<file path="src/rtl/vga_frame_reader_if.sv">
// rtl/vga_frame_reader_if.sv - framebuffer RAM read port between vga_frame_reader and data RAM
interface vga_frame_reader_if #(
    parameter int ADDR_W = 32
);
    logic              rd_en;
    logic [ADDR_W-1:0] rd_addr;
    logic [23:0]       rd_data;

    modport master (
        output rd_en,
        output rd_addr,
        input  rd_data
    );

    modport slave (
        input  rd_en,
        input  rd_addr,
        output rd_data
    );
endinterface

</file>
<file path="src/rtl/vga_frame_reader.sv">
// rtl/vga_frame_reader.sv - 640x480@60 VGA framebuffer reader with integer upscale
// Optional: VGA_READER_TESTPATTERN_EN shows 8 colour bars while IDLE.
module vga_frame_reader #(
    parameter int          H_ACTIVE  = 640,
    parameter int          H_FP      = 16,
    parameter int          H_SYNC    = 96,
    parameter int          H_BP      = 48,
    parameter int          V_ACTIVE  = 480,
    parameter int          V_FP      = 10,
    parameter int          V_SYNC    = 2,
    parameter int          V_BP      = 33,
    parameter int          IMG_W     = 100,
    parameter int          IMG_H     = 100,
    parameter int          SCALE     = 4,
    parameter int          ADDR_W    = 32,
    parameter int unsigned BASE_ADDR = 0
) (
    input  logic                i_clk,
    input  logic                i_rst,
    input  logic                i_display_en,
    vga_frame_reader_if.master  ram,
    output logic [23:0]         o_rgb,
    output logic                o_h_sync,
    output logic                o_v_sync,
    output logic                o_vga_clk,
    output logic                o_frame_done
);
    localparam int H_TOTAL  = H_ACTIVE + H_FP + H_SYNC + H_BP;
    localparam int V_TOTAL  = V_ACTIVE + V_FP + V_SYNC + V_BP;
    localparam int HCNT_W   = $clog2(H_TOTAL);
    localparam int VCNT_W   = $clog2(V_TOTAL);
    localparam int SUB_W    = (SCALE > 1) ? $clog2(SCALE) : 1;
    localparam int IMG_HPIX = IMG_W * SCALE;
    localparam int IMG_VPIX = IMG_H * SCALE;

    typedef enum logic {ST_IDLE, ST_ACTIVE} state_t;

    state_t            r_state;
    state_t            w_state_next;
    logic              r_vga_clk;
    logic [HCNT_W-1:0] r_hcnt;
    logic [VCNT_W-1:0] r_vcnt;
    logic [SUB_W-1:0]  r_sx;
    logic [SUB_W-1:0]  r_sy;
    logic [HCNT_W-1:0] r_px;
    logic [ADDR_W-1:0] r_line_base;
    logic              r_rd_en;
    logic [ADDR_W-1:0] r_rd_addr;
    logic [23:0]       r_rgb;
    logic              r_h_sync;
    logic              r_v_sync;
    logic              r_frame_done;

    logic              w_phase_b;
    logic              w_h_last;
    logic              w_v_last;
    logic              w_frame_wrap;
    logic              w_in_img;
    logic              w_in_active;
    logic              w_rd_req;
    logic [ADDR_W-1:0] w_rd_addr;
    logic              w_hs_low;
    logic              w_vs_low;
    logic              w_last_px;
    logic [23:0]       w_idle_rgb;

    // vga_clk doubles as the phase flag: low before the phase-A edge, high before phase B
    assign w_phase_b    = r_vga_clk;
    assign w_h_last     = (r_hcnt == HCNT_W'(H_TOTAL - 1));
    assign w_v_last     = (r_vcnt == VCNT_W'(V_TOTAL - 1));
    assign w_frame_wrap = w_phase_b && w_h_last && w_v_last;
    assign w_in_img     = (r_hcnt < HCNT_W'(IMG_HPIX)) && (r_vcnt < VCNT_W'(IMG_VPIX));
    assign w_in_active  = (r_hcnt < HCNT_W'(H_ACTIVE)) && (r_vcnt < VCNT_W'(V_ACTIVE));
    assign w_rd_req     = (r_state == ST_ACTIVE) && w_in_img;
    assign w_rd_addr    = ADDR_W'(BASE_ADDR) + r_line_base + ADDR_W'(r_px);
    assign w_hs_low     = (r_hcnt >= HCNT_W'(H_ACTIVE + H_FP)) &&
                          (r_hcnt <  HCNT_W'(H_ACTIVE + H_FP + H_SYNC));
    assign w_vs_low     = (r_vcnt >= VCNT_W'(V_ACTIVE + V_FP)) &&
                          (r_vcnt <  VCNT_W'(V_ACTIVE + V_FP + V_SYNC));
    assign w_last_px    = (r_hcnt == HCNT_W'(H_ACTIVE - 1)) && (r_vcnt == VCNT_W'(V_ACTIVE - 1));

`ifdef VGA_READER_TESTPATTERN_EN
    localparam int BAR_W = H_ACTIVE / 8;
    logic [2:0] w_bar;

    always_comb begin
        w_bar = 3'd0;
        for (int i = 1; i < 8; i++) begin
            if (r_hcnt >= HCNT_W'(i * BAR_W)) begin
                w_bar = 3'(i);
            end
        end
    end

    // bar index bits map straight onto the colour order white..black
    assign w_idle_rgb = {{8{~w_bar[1]}}, {8{~w_bar[2]}}, {8{~w_bar[0]}}};
`else
    assign w_idle_rgb = 24'h0;
`endif

    always_comb begin
        w_state_next = r_state;
        if (w_frame_wrap) begin
            w_state_next = i_display_en ? ST_ACTIVE : ST_IDLE;
        end
    end

    always_ff @(posedge i_clk) begin
        if (i_rst) begin
            r_state      <= ST_IDLE;
            r_vga_clk    <= 1'b0;
            r_hcnt       <= '0;
            r_vcnt       <= '0;
            r_sx         <= '0;
            r_sy         <= '0;
            r_px         <= '0;
            r_line_base  <= '0;
            r_rd_en      <= 1'b0;
            r_rd_addr    <= '0;
            r_rgb        <= 24'h0;
            r_h_sync     <= 1'b1;
            r_v_sync     <= 1'b1;
            r_frame_done <= 1'b0;
        end else begin
            r_vga_clk <= ~r_vga_clk;
            r_state   <= w_state_next;
            if (!w_phase_b) begin
                r_frame_done <= 1'b0;
                r_rd_en      <= w_rd_req;
                if (w_rd_req) begin
                    r_rd_addr <= w_rd_addr;
                end
            end else begin
                r_rd_en      <= 1'b0;
                r_frame_done <= w_last_px;
                r_h_sync     <= ~w_hs_low;
                r_v_sync     <= ~w_vs_low;
                if (!w_in_active) begin
                    r_rgb <= 24'h0;
                end else if (r_rd_en) begin
                    r_rgb <= ram.rd_data;
                end else begin
                    r_rgb <= (r_state == ST_IDLE) ? w_idle_rgb : 24'h0;
                end

                // sub-counters replace hcnt/SCALE and vcnt/SCALE
                if (w_h_last) begin
                    r_hcnt <= '0;
                    r_sx   <= '0;
                    r_px   <= '0;
                    if (w_v_last) begin
                        r_vcnt      <= '0;
                        r_sy        <= '0;
                        r_line_base <= '0;
                    end else begin
                        r_vcnt <= r_vcnt + 1'b1;
                        if (r_sy == SUB_W'(SCALE - 1)) begin
                            r_sy        <= '0;
                            r_line_base <= r_line_base + ADDR_W'(IMG_W);
                        end else begin
                            r_sy <= r_sy + 1'b1;
                        end
                    end
                end else begin
                    r_hcnt <= r_hcnt + 1'b1;
                    if (r_sx == SUB_W'(SCALE - 1)) begin
                        r_sx <= '0;
                        r_px <= r_px + 1'b1;
                    end else begin
                        r_sx <= r_sx + 1'b1;
                    end
                end
            end
        end
    end

    assign ram.rd_en    = r_rd_en;
    assign ram.rd_addr  = r_rd_addr;
    assign o_rgb        = r_rgb;
    assign o_h_sync     = r_h_sync;
    assign o_v_sync     = r_v_sync;
    assign o_vga_clk    = r_vga_clk;
    assign o_frame_done = r_frame_done;
endmodule

</file>
<file path="src/flat_wrapper.sv">
// flat-port wrapper written by rule: the top's interface ports become plain ports
module vga_frame_reader_flat 
#(
    parameter int          H_ACTIVE  = 640,
    parameter int          H_FP      = 16,
    parameter int          H_SYNC    = 96,
    parameter int          H_BP      = 48,
    parameter int          V_ACTIVE  = 480,
    parameter int          V_FP      = 10,
    parameter int          V_SYNC    = 2,
    parameter int          V_BP      = 33,
    parameter int          IMG_W     = 100,
    parameter int          IMG_H     = 100,
    parameter int          SCALE     = 4,
    parameter int          ADDR_W    = 32,
    parameter int unsigned BASE_ADDR = 0
)
  (i_clk, i_rst, i_display_en, o_rgb, o_h_sync, o_v_sync, o_vga_clk, o_frame_done, ram_rd_en, ram_rd_addr, ram_rd_data);
  vga_frame_reader_if #(.ADDR_W(ADDR_W)) ram_i ();
  input  logic i_clk;
  input  logic i_rst;
  input  logic i_display_en;
  output logic [23:0] o_rgb;
  output logic o_h_sync;
  output logic o_v_sync;
  output logic o_vga_clk;
  output logic o_frame_done;
  output wire logic [$bits(ram_i.rd_en)-1:0] ram_rd_en;
  output wire logic [$bits(ram_i.rd_addr)-1:0] ram_rd_addr;
  input wire logic [$bits(ram_i.rd_data)-1:0] ram_rd_data;
  assign ram_rd_en = ram_i.rd_en;
  assign ram_rd_addr = ram_i.rd_addr;
  assign ram_i.rd_data = ram_rd_data;
  vga_frame_reader #(.H_ACTIVE(H_ACTIVE), .H_FP(H_FP), .H_SYNC(H_SYNC), .H_BP(H_BP), .V_ACTIVE(V_ACTIVE), .V_FP(V_FP), .V_SYNC(V_SYNC), .V_BP(V_BP), .IMG_W(IMG_W), .IMG_H(IMG_H), .SCALE(SCALE), .ADDR_W(ADDR_W), .BASE_ADDR(BASE_ADDR)) u_core (.i_clk(i_clk), .i_rst(i_rst), .i_display_en(i_display_en), .ram(ram_i), .o_rgb(o_rgb), .o_h_sync(o_h_sync), .o_v_sync(o_v_sync), .o_vga_clk(o_vga_clk), .o_frame_done(o_frame_done));
endmodule
</file>
<file path="config.mk">
export PLATFORM = sky130hd
export DESIGN_NAME = vga_frame_reader_flat
export DESIGN_NICKNAME = d
export VERILOG_FILES = /design/src/rtl/vga_frame_reader_if.sv /design/src/rtl/vga_frame_reader.sv /design/src/flat_wrapper.sv
export SDC_FILE = /design/constraint.sdc
export NUM_CORES = 1
export LEC_CHECK = 0
export CORE_MARGIN = 4
export CORE_UTILIZATION = 30
export DETAILED_ROUTE_END_ITERATION = 8
export GPL_TIMING_DRIVEN = 0
export RECOVER_POWER = 100
export SKIP_CTS_REPAIR_TIMING = 1
export SLEW_MARGIN = 40
export SYNTH_ARGS = -nofsm -noshare
export SYNTH_HDL_FRONTEND = slang
export SYNTH_SLANG_ARGS = --single-unit
</file>
<file path="constraint.sdc">
create_clock -name i_clk -period 3 [get_ports i_clk]
set_clock_uncertainty 0.2 [all_clocks]
set_input_delay 0.6 -clock i_clk [delete_from_list [all_inputs] [get_ports i_clk]]
set_output_delay 0.6 -clock i_clk [all_outputs]
set_load 0.02 [all_outputs]
</file>
==> metrics.cfg, run 1 <==
[yosys]
synth_simple_gate_area_share_pct = 24.6
synth_xor_area_share_pct = 5.17
seq_area_frac_synth_pct = 42.6
synth_compound_area_share_pct = 20.4
synthMuxAreaShare_pct = 0
synth_top_family_by_area = simple AND/OR/NAND/NOR gates
synth_fp_nets = 731
netlist_area_um2 = 5930
synth_edf_count = 0
synth_area_per_cell_um2 = 8.61
synth_adder_area_share_pct = 3.38
async_reset_ff_share_pct = 0
synth-seq-cells = 126
ys_types = 60
synthFlopType = dfxtp_1
syn_inst = 688
synth-warning-count = 0

[route]
drcViolationCount = 0
drt-total-wl_um = 17100
num_vias = 5695
viasPerCell = 5.30
routedWlPerCell_um = 15.9
dr.pass1.iters = 5
drtIter0Drc = 432
ant_nets = 0

[cells_and_area]
final_cell_mix = dfxtp_1, nand2_1, dlygate4sd3_1
drive_above_1_share_pct = 7.53
final_common_cell = dfxtp_1
final_nets = 840
num_antenna_cells = 0
areaGrowthSynthToFinish_pct = 31.3
final_cells = 1075

[timing]
max_slew_margin_pct = 46.7
min_period_over_period_pct = 96.2
setup_ws_ns = 0.114
finalSetupViolations = 0
hold_viol = 0
slew_viol_final = 0
worstMarginPinSlew_ns = 0.799
rsz0062_at_grt = false
max_freq_mhz = 347
final.min_clock_period_ns = 2.89

[floorplanning]
die_w_um = 149
fp.dieH_um = 149
core_um2 = 19500
initial_core_util_pct = 30.4
pin_count = 88
rows = 51
die_area_um2 = 22100

[clock_network]
ctsRootBufferMaster = clkbuf_16
clkTransAtPathRegs_ns = 0.06
cts_made_buffers = 17
cts.sinks = 126
cts.path.max_buffers = 2
htree_levels = 4
clk_latency_ns = 0.43
cts_tree = done

[hold_path]
hold_path_end = u_core.ram.rd_addr[11]$_SDFFE_PP0P_
hold_class = flip-flop to flip-flop
holdPathStages = 2
hold_start = u_core.ram.rd_addr[11]$_SDFFE_PP0P_

[placed_design]
place.detailed.hpwl_um = 12300
dp_cells = 1040
io_buffer_count = 87
place.gp.congestion = 0.929
pre_cts_slack_ns = -0.290

[worst_setup_path]
crit_path_start_kind = primary input
worstReg2RegEnd = u_core.r_line_base[20]$_SDFFE_PP0P_
crit_arrival_ns = 2.98
r2r-start = u_core.r_vcnt[5]$_SDFFE_PP0P_
cp-end-kind = flip-flop
path_max_fanout = 10
crit_type = primary input to flip-flop
reg2reg_slack_ns = 0.16
reg2regPathDepth = 8
cp_data_required_time_ns = 3.09

[power]
p_leak_uw = 0.00286
irDropWorstVdd_v = 0.000473
power.density_nw_per_um2 = 501

[global_route]
overflow = 0
grt_max_degree = 17
grt_usage_pct = 15.9
antenna_found_initial = 0
grt_pass1_wl_um = 28300
grt_pass1_vias = 5388

[flow_run]
cap_violations = 0

[outcome]
outcome = complete, no violations

## sequential cells by signal, summed over array words and instances, names as in the netlist
name	flops
u_core.o_frame_done	1
u_core.o_h_sync	1
u_core.o_rgb	24
u_core.o_v_sync	1
u_core.o_vga_clk	1
u_core.r_hcnt	10
u_core.r_line_base	30
u_core.r_px	10
u_core.r_state	1
u_core.r_sx	2
u_core.r_sy	2
u_core.r_vcnt	10
u_core.ram.rd_addr	32
u_core.ram.rd_en	1
## worst max path at each step
stage                                          endpoint  depth (start not counted)                          start  slack, ns
detailed placement          u_core.r_sx[0]$_SDFFE_PP0P_                          5                          i_rst      -0.29
global placement     u_core.ram.rd_addr[4]$_SDFFE_PP0P_                          5                          i_rst      -0.26
global route        u_core.r_line_base[24]$_SDFFE_PP0P_                          8  u_core.r_hcnt[1]$_SDFFE_PP0P_       0.01
CTS                 u_core.ram.rd_addr[24]$_SDFFE_PP0P_                          8    u_core.o_vga_clk$_SDFF_PP0_      -0.17
finish                    u_core.r_hcnt[0]$_SDFFE_PP0P_                          5                          i_rst       0.11
floorplan           u_core.r_line_base[27]$_SDFFE_PP0P_                          7  u_core.r_vcnt[5]$_SDFFE_PP0P_       0.34
## cells by family (layout without fill, tap and decap cells)
| family | after synthesis | in the layout |
|---|---|---|
| AND/OR/NAND/NOR | 278 | 278 |
| AO/OA/AOI/OAI | 177 | 177 |
| flip-flops | 126 | 126 |
| buffers and inverters | 56 | 178 |
| XOR/XNOR | 35 | 35 |
| adder cells (fa/ha/maj) | 16 | 16 |
## worst max-delay path, cell delays in order
cell             delay, ns
clkdlybuf4s50_1       0.58
clkbuf_1              0.58
clkbuf_1              0.61
clkbuf_1              0.51
nor2_1                0.09
## cell type report
class	instances	area, µm²
fill	1956	11700
timing repair buffer	91	901
multi-input combinational	506	3190
sequential	126	2520
clock buffer	17	425
tap	265	332
clock inverter	15	174
inverter	16	60.1
buffer	39	179
## per-layer routing
layer | wire length [µm] | GRT usage [%] | vias up
li1 | - | - | 2793
met1 | 8110 | 22.1 | 2645
met2 | 7240 | 23.6 | 227
met3 | 1460 | 5.06 | 30
met4 | 283 | 4.48 | 0
met5 | 0 | 0 | -
## metrics by stage
stage          hold WS [ns]  area, µm²  util, %  power [µW]  TNS (ns)
3_5_place_dp          0.232       7130     36.7        1830     -6.84
3_3_place_gp          0.228       7130     36.6        1830     -7.56
6_report              0.235       7780     40.0        3890         0
4_1_cts               0.240       7730     39.7        3940     -4.62
2_1_floorplan         0.240       5930        -        1770         0
5_1_grt               0.268       7780     40.0        4030         0
## power by group
group,switching (µW),internal (µW),total (µW)
Clock,850,1250,2100
Combinational,66.2,44.5,111
Sequential,4.59,1680,1680
Total,921,2970,3890
## Yosys cell counts (16+ instances only)
master      n  area [µm²]
or3_1      23         144
a21oi_1    46         230
xnor2_1    20         175
nand3_1    25         125
and3_1     16         100
dfxtp_1   126        2520
ha_1       16         200
clkbuf_1   34         128
a22o_1     25         219
nor2_1     48         180
o21ai_0    34         170
nand4_1    23         144
nor3_1     23         115
nand2_1    71         267
Power figures use the tool's default switching activity.
==> inputs of run 2 (changes only) <==
- CORE_MARGIN: 4 -> 3
- PLACE_DENSITY: not set -> 0.51
- RECOVER_POWER: 100 -> 50
==> run 2 against run 1 <==
Die area is 2.7% lower. Sequential power hardly changed. Flip-flop and latch count stayed put. First-iteration DRC count is 4.9% higher. Register-to-register slack worse by 0.02 ns. Critical path depth stayed put. Clock power is 13% lower.
==> metrics.cfg, run 2 (synthesis gave the netlist of run 1 again) <==
[cells_and_area]
final_common_cell = dfxtp_1
regArea_um2 = 2520
drive_above_1_share_pct = 6.67
largest_reg_flops = 32
areaGrowthSynthToFinish_pct = 29.7
nFillCells = 1954
final_cell_mix = dfxtp_1, nand2_1, dlygate4sd3_1
stdcell_area_um2 = 7680
utilization_pct = 40.3
multi_input_area_um2 = 3180
final_nets = 840
num_antenna_cells = 0

[timing]
slew_viol_final = 0
final.min_clock_period_ns = 2.91
finalSetupViolations = 0
min_period_over_period_pct = 97.1
worstMarginPinSlew_ns = 0.788
max_freq_mhz = 343
rsz0062_at_grt = false
hold_viol = 0
max_slew_margin_pct = 47.3
setup_ws_ns = 0.0873

[flow_run]
cap_violations = 0

[hold_path]
holdPathStages = 2
hold_class = flip-flop to flip-flop

[route]
routedWlPerCell_um = 16.4
drtIter0Drc = 453
drcViolationCount = 0
viasPerCell = 5.22
num_vias = 5582
ant_nets = 0
dr.pass1.iters = 5
drt-total-wl_um = 17600

[global_route]
grt_max_degree = 17
grt_usage_pct = 16.6
grt_pass1_wl_um = 28900
grt_pass1_vias = 5317
overflow = 0
antenna_found_initial = 0

[worst_setup_path]
cp_data_required_time_ns = 3.08
crit_path_start_kind = primary input
slowest_stage = dlygate4sd3_1
crit_chain = dlygate4sd3_1, clkbuf_1, clkbuf_2, clkbuf_1, nor2_1
path_max_fanout = 10
cpMostUsedCell = clkbuf_1
crit_arrival_ns = 2.99
cp_slowest_stage_delay_ns = 0.65
crit_type = primary input to flip-flop
cp-end-kind = flip-flop
reg2regPathDepth = 7

[floorplanning]
initial_core_util_pct = 31.1
die_area_um2 = 21500
fp.dieH_um = 147
core_um2 = 19100
pin_count = 88
die_w_um = 147
rows = 50

[clock_network]
cts.sinks = 126
clkTransAtPathRegs_ns = 0.06
cts.path.max_buffers = 2
htree_levels = 4
cts_made_buffers = 17
cts_tree = done
ctsRootBufferMaster = clkbuf_16
clk_latency_ns = 0.42

[power]
irDropWorstVdd_v = 0.000351
p_leak_uw = 0.00283
power.density_nw_per_um2 = 471

[placed_design]
io_buffer_count = 87
pre_cts_slack_ns = -0.337
place.gp.congestion = 0.883
placed_area_um2 = 7130
place.detailed.hpwl_um = 13000

[outcome]
outcome = complete, no violations

## run 2: cell count changes in the layout (fill, tap and decap cells not counted), moves of 2 or more
cell        before  now
inv_8            2    0
buf_4            2    4
bufinv_16        2    0
clkinv_2         1    5
clkinvlp_4       1    5
clkbuf_4         2    0
inv_6            6    0
clkinv_4         3    1
clkbuf_1        27   30
## run 2: final timing paths
check / from / end / slack, ns
worst min-delay path: u_core.ram.rd_addr[11]$_SDFFE_PP0P_ / u_core.ram.rd_addr[11]$_SDFFE_PP0P_ / 0.23
worst min register to register: u_core.ram.rd_addr[11]$_SDFFE_PP0P_ / u_core.ram.rd_addr[11]$_SDFFE_PP0P_ / 0.23
worst max register to register: u_core.r_vcnt[5]$_SDFFE_PP0P_ / u_core.r_line_base[27]$_SDFFE_PP0P_ / 0.14
worst max-delay path: i_rst / u_core.r_sx[0]$_SDFFE_PP0P_ / 0.09
## run 2: layout make-up
cell class | count | area share [%]
plain buffers | 39 | 2.33
clock buffers | 20 | 5.81
clock inverters | 11 | 0.928
inverters | 16 | 0.782
multi-input cells | 506 | 41.4
flip-flops and latches | 126 | 32.8
well taps | 260 | 4.23
repair buffers | 91 | 11.7
## run 2: report_power, final
part | internal (µW) | leakage (µW) | switching [µW]
clock network | 1060 | 0.000243 | 758
registers | 1680 | 0.00102 | 4.76
logic | 44.4 | 0.00157 | 66.9
total | 2790 | 0.00283 | 829
## run 2: per-stage QoR
step	total power [µW]	hold slack, ns	instances	TNS (ns)
after floorplan	1770	0.240	688	0
after global placement	1830	0.231	1035	-7.85
after detailed placement	1830	0.236	1035	-7.93
after CTS	3670	0.244	1066	-5.69
after global routing	3750	0.261	1069	0
final	3620	0.234	1069	0
## run 2: worst max-delay path: cells and delay by family
family	cells	cell delay, ns
buffers and inverters	4	2.26
AND/OR/NAND/NOR	1	0.11
## run 2: layer usage
layer  global-route usage, %  vias to the layer above  wire, µm
met5                       0                        -         0
met4                    4.75                        0       191
met3                    4.72                       17      1100
li1                        -                     2790         -
met2                    24.7                      181      7450
met1                    23.5                     2594      8820
==> inputs of run 3 (changes only) <==
- GPL_ROUTABILITY_DRIVEN: not set -> 0
- PLACE_DENSITY: 0.51 -> 0.53
- TNS_END_PERCENT: not set -> 10
- clock period: 3 -> 2.45 ns (I/O delays scaled with it)
==> run 3 against run 2 <==
The flow now finishes with violations (negative setup slack). Die area stayed put. Final area is 6.3% higher. Non-clock buffer count is 7 higher. Clock power is 52% higher. Sequential power is 23% higher. Setup slack worse by 0.30 ns. Combinational power is 26% higher. Hold slack better by 0.00080 ns. Critical path type is now flip-flop to flip-flop. Largest power group unchanged.
==> metrics.cfg, run 3 (synthesis gave the netlist of run 1 again) <==
[clock_network]
cts.path.max_buffers = 2
cts.sinks = 126
cts_tree = done
clkTransAtPathRegs_ns = 0.06
ctsRootBufferMaster = clkbuf_16
clk_latency_ns = 0.43
cts_made_buffers = 17
htree_levels = 4

[timing]
slew_viol_final = 0
worstMarginPinSlew_ns = 0.786
setup_ws_ns = -0.210
max_slew_margin_pct = 47.6
max_freq_mhz = 376
hold_viol = 0
final.min_clock_period_ns = 2.66
rsz0062_at_grt = true
finalSetupViolations = 50
min_period_over_period_pct = 109

[placed_design]
placed_area_um2 = 7150
io_buffer_count = 87
place.detailed.hpwl_um = 12600

[floorplanning]
core_um2 = 19100
initial_core_util_pct = 31.1
rows = 50
fp.dieH_um = 147
die_area_um2 = 21500
pin_count = 88
die_w_um = 147

[cells_and_area]
final_cell_mix = dfxtp_1, nand2_1, dlygate4sd3_1
final_common_cell = dfxtp_1
areaGrowthSynthToFinish_pct = 37.8
stdcell_area_um2 = 8170
num_antenna_cells = 0
final_nets = 847
largest_reg_flops = 32
drive_above_1_share_pct = 14.6

[global_route]
antenna_found_initial = 0
overflow = 0
grt_max_degree = 17
grt_pass1_vias = 5107
grt_pass1_wl_um = 28500
grt_usage_pct = 16.4

[worst_setup_path]
critical_path_buf_inv_count = 1
cp_data_required_time_ns = 2.60
slowest_stage = or4_4
path_max_fanout = 6
crit_type = flip-flop to flip-flop
cp-end-kind = flip-flop
reg2reg_slack_ns = -0.21
path_delay_family = simple AND/OR/NAND/NOR gates
cp_slowest_stage_delay_ns = 0.56
crit_chain = or3_4, o31a_4, or4_4, buf_6, or4_1, a21oi_1
crit_path_start_kind = flip-flop
crit_arrival_ns = 2.81

[route]
drt-total-wl_um = 18000
routedWlPerCell_um = 16.7
num_vias = 5675
drtIter0Drc = 478
ant_nets = 0
viasPerCell = 5.27
drcViolationCount = 0
dr.pass1.iters = 5

[flow_run]
cap_violations = 0

[outcome]
violations = negative setup slack
outcome = complete, but fails checks

[power]
power_uw = 4970
p_leak_uw = 0.00301
power.density_nw_per_um2 = 609
irDropWorstVdd_v = 0.000492

[hold_path]
hold_class = flip-flop to flip-flop

-- run 3: power by group --
group | total [µW] | switching [µW] | internal (µW) | leakage, µW
sequential | 2060 | 5.97 | 2050 | 0.00102
combinational | 140 | 83.5 | 56.8 | 0.00167
clock | 2770 | 1020 | 1750 | 0.000314
total | 4970 | 1110 | 3860 | 0.00301
-- run 3: cell type report --
cell class,instances,area [µm²]
Clock inverter,14,205
Buffer,35,199
Clock buffer,18,439
Multi-Input combinational cell,506,3390
Sequential cell,126,2540
Fill cell,1925,10900
Inverter,16,60.1
Tap cell,260,325
Timing Repair Buffer,102,1000
-- run 3: layer usage --
metal | up-vias | track usage (%) | wire (µm)
li1 | 2810 | - | -
met1 | 2638 | 24.1 | 8870
met2 | 200 | 23.3 | 7570
met3 | 27 | 5.12 | 1310
met4 | 0 | 4.14 | 203
met5 | - | 0 | 0
-- run 3: stage by stage --
stage               std cells  util [%]  worst slack (ns)  setup TNS (ns)  hold slack (ns)
finish                   1077      42.8            -0.210           -5.08            0.235
global route             1077      42.8            -0.273           -9.63            0.274
CTS                      1067      40.8            -0.791          -41.99            0.247
detailed placement       1035      37.5            -0.765          -52.64            0.239
global placement         1035      37.4            -0.812          -53.82            0.228
floorplan                 688         -           -0.0734          -0.584            0.240
-- run 3: tightest hold or removal path, cell delays in order (launching register included) --
cell	delay [ns]
dfxtp_1	0.30
nand2_1	0.05
nand2_1	0.04
-- run 3: final timing paths --
| path | to | from | cells after the start |
|---|---|---|---|
| setup / recovery | u_core.r_line_base[24]$_SDFFE_PP0P_ | u_core.r_vcnt[4]$_SDFFE_PP0P_ | 6 |
| hold / removal | u_core.ram.rd_addr[11]$_SDFFE_PP0P_ | u_core.ram.rd_addr[11]$_SDFFE_PP0P_ | 2 |
| setup reg to reg | u_core.r_line_base[24]$_SDFFE_PP0P_ | u_core.r_vcnt[4]$_SDFFE_PP0P_ | 6 |
| hold reg to reg | u_core.ram.rd_addr[11]$_SDFFE_PP0P_ | u_core.ram.rd_addr[11]$_SDFFE_PP0P_ | 2 |
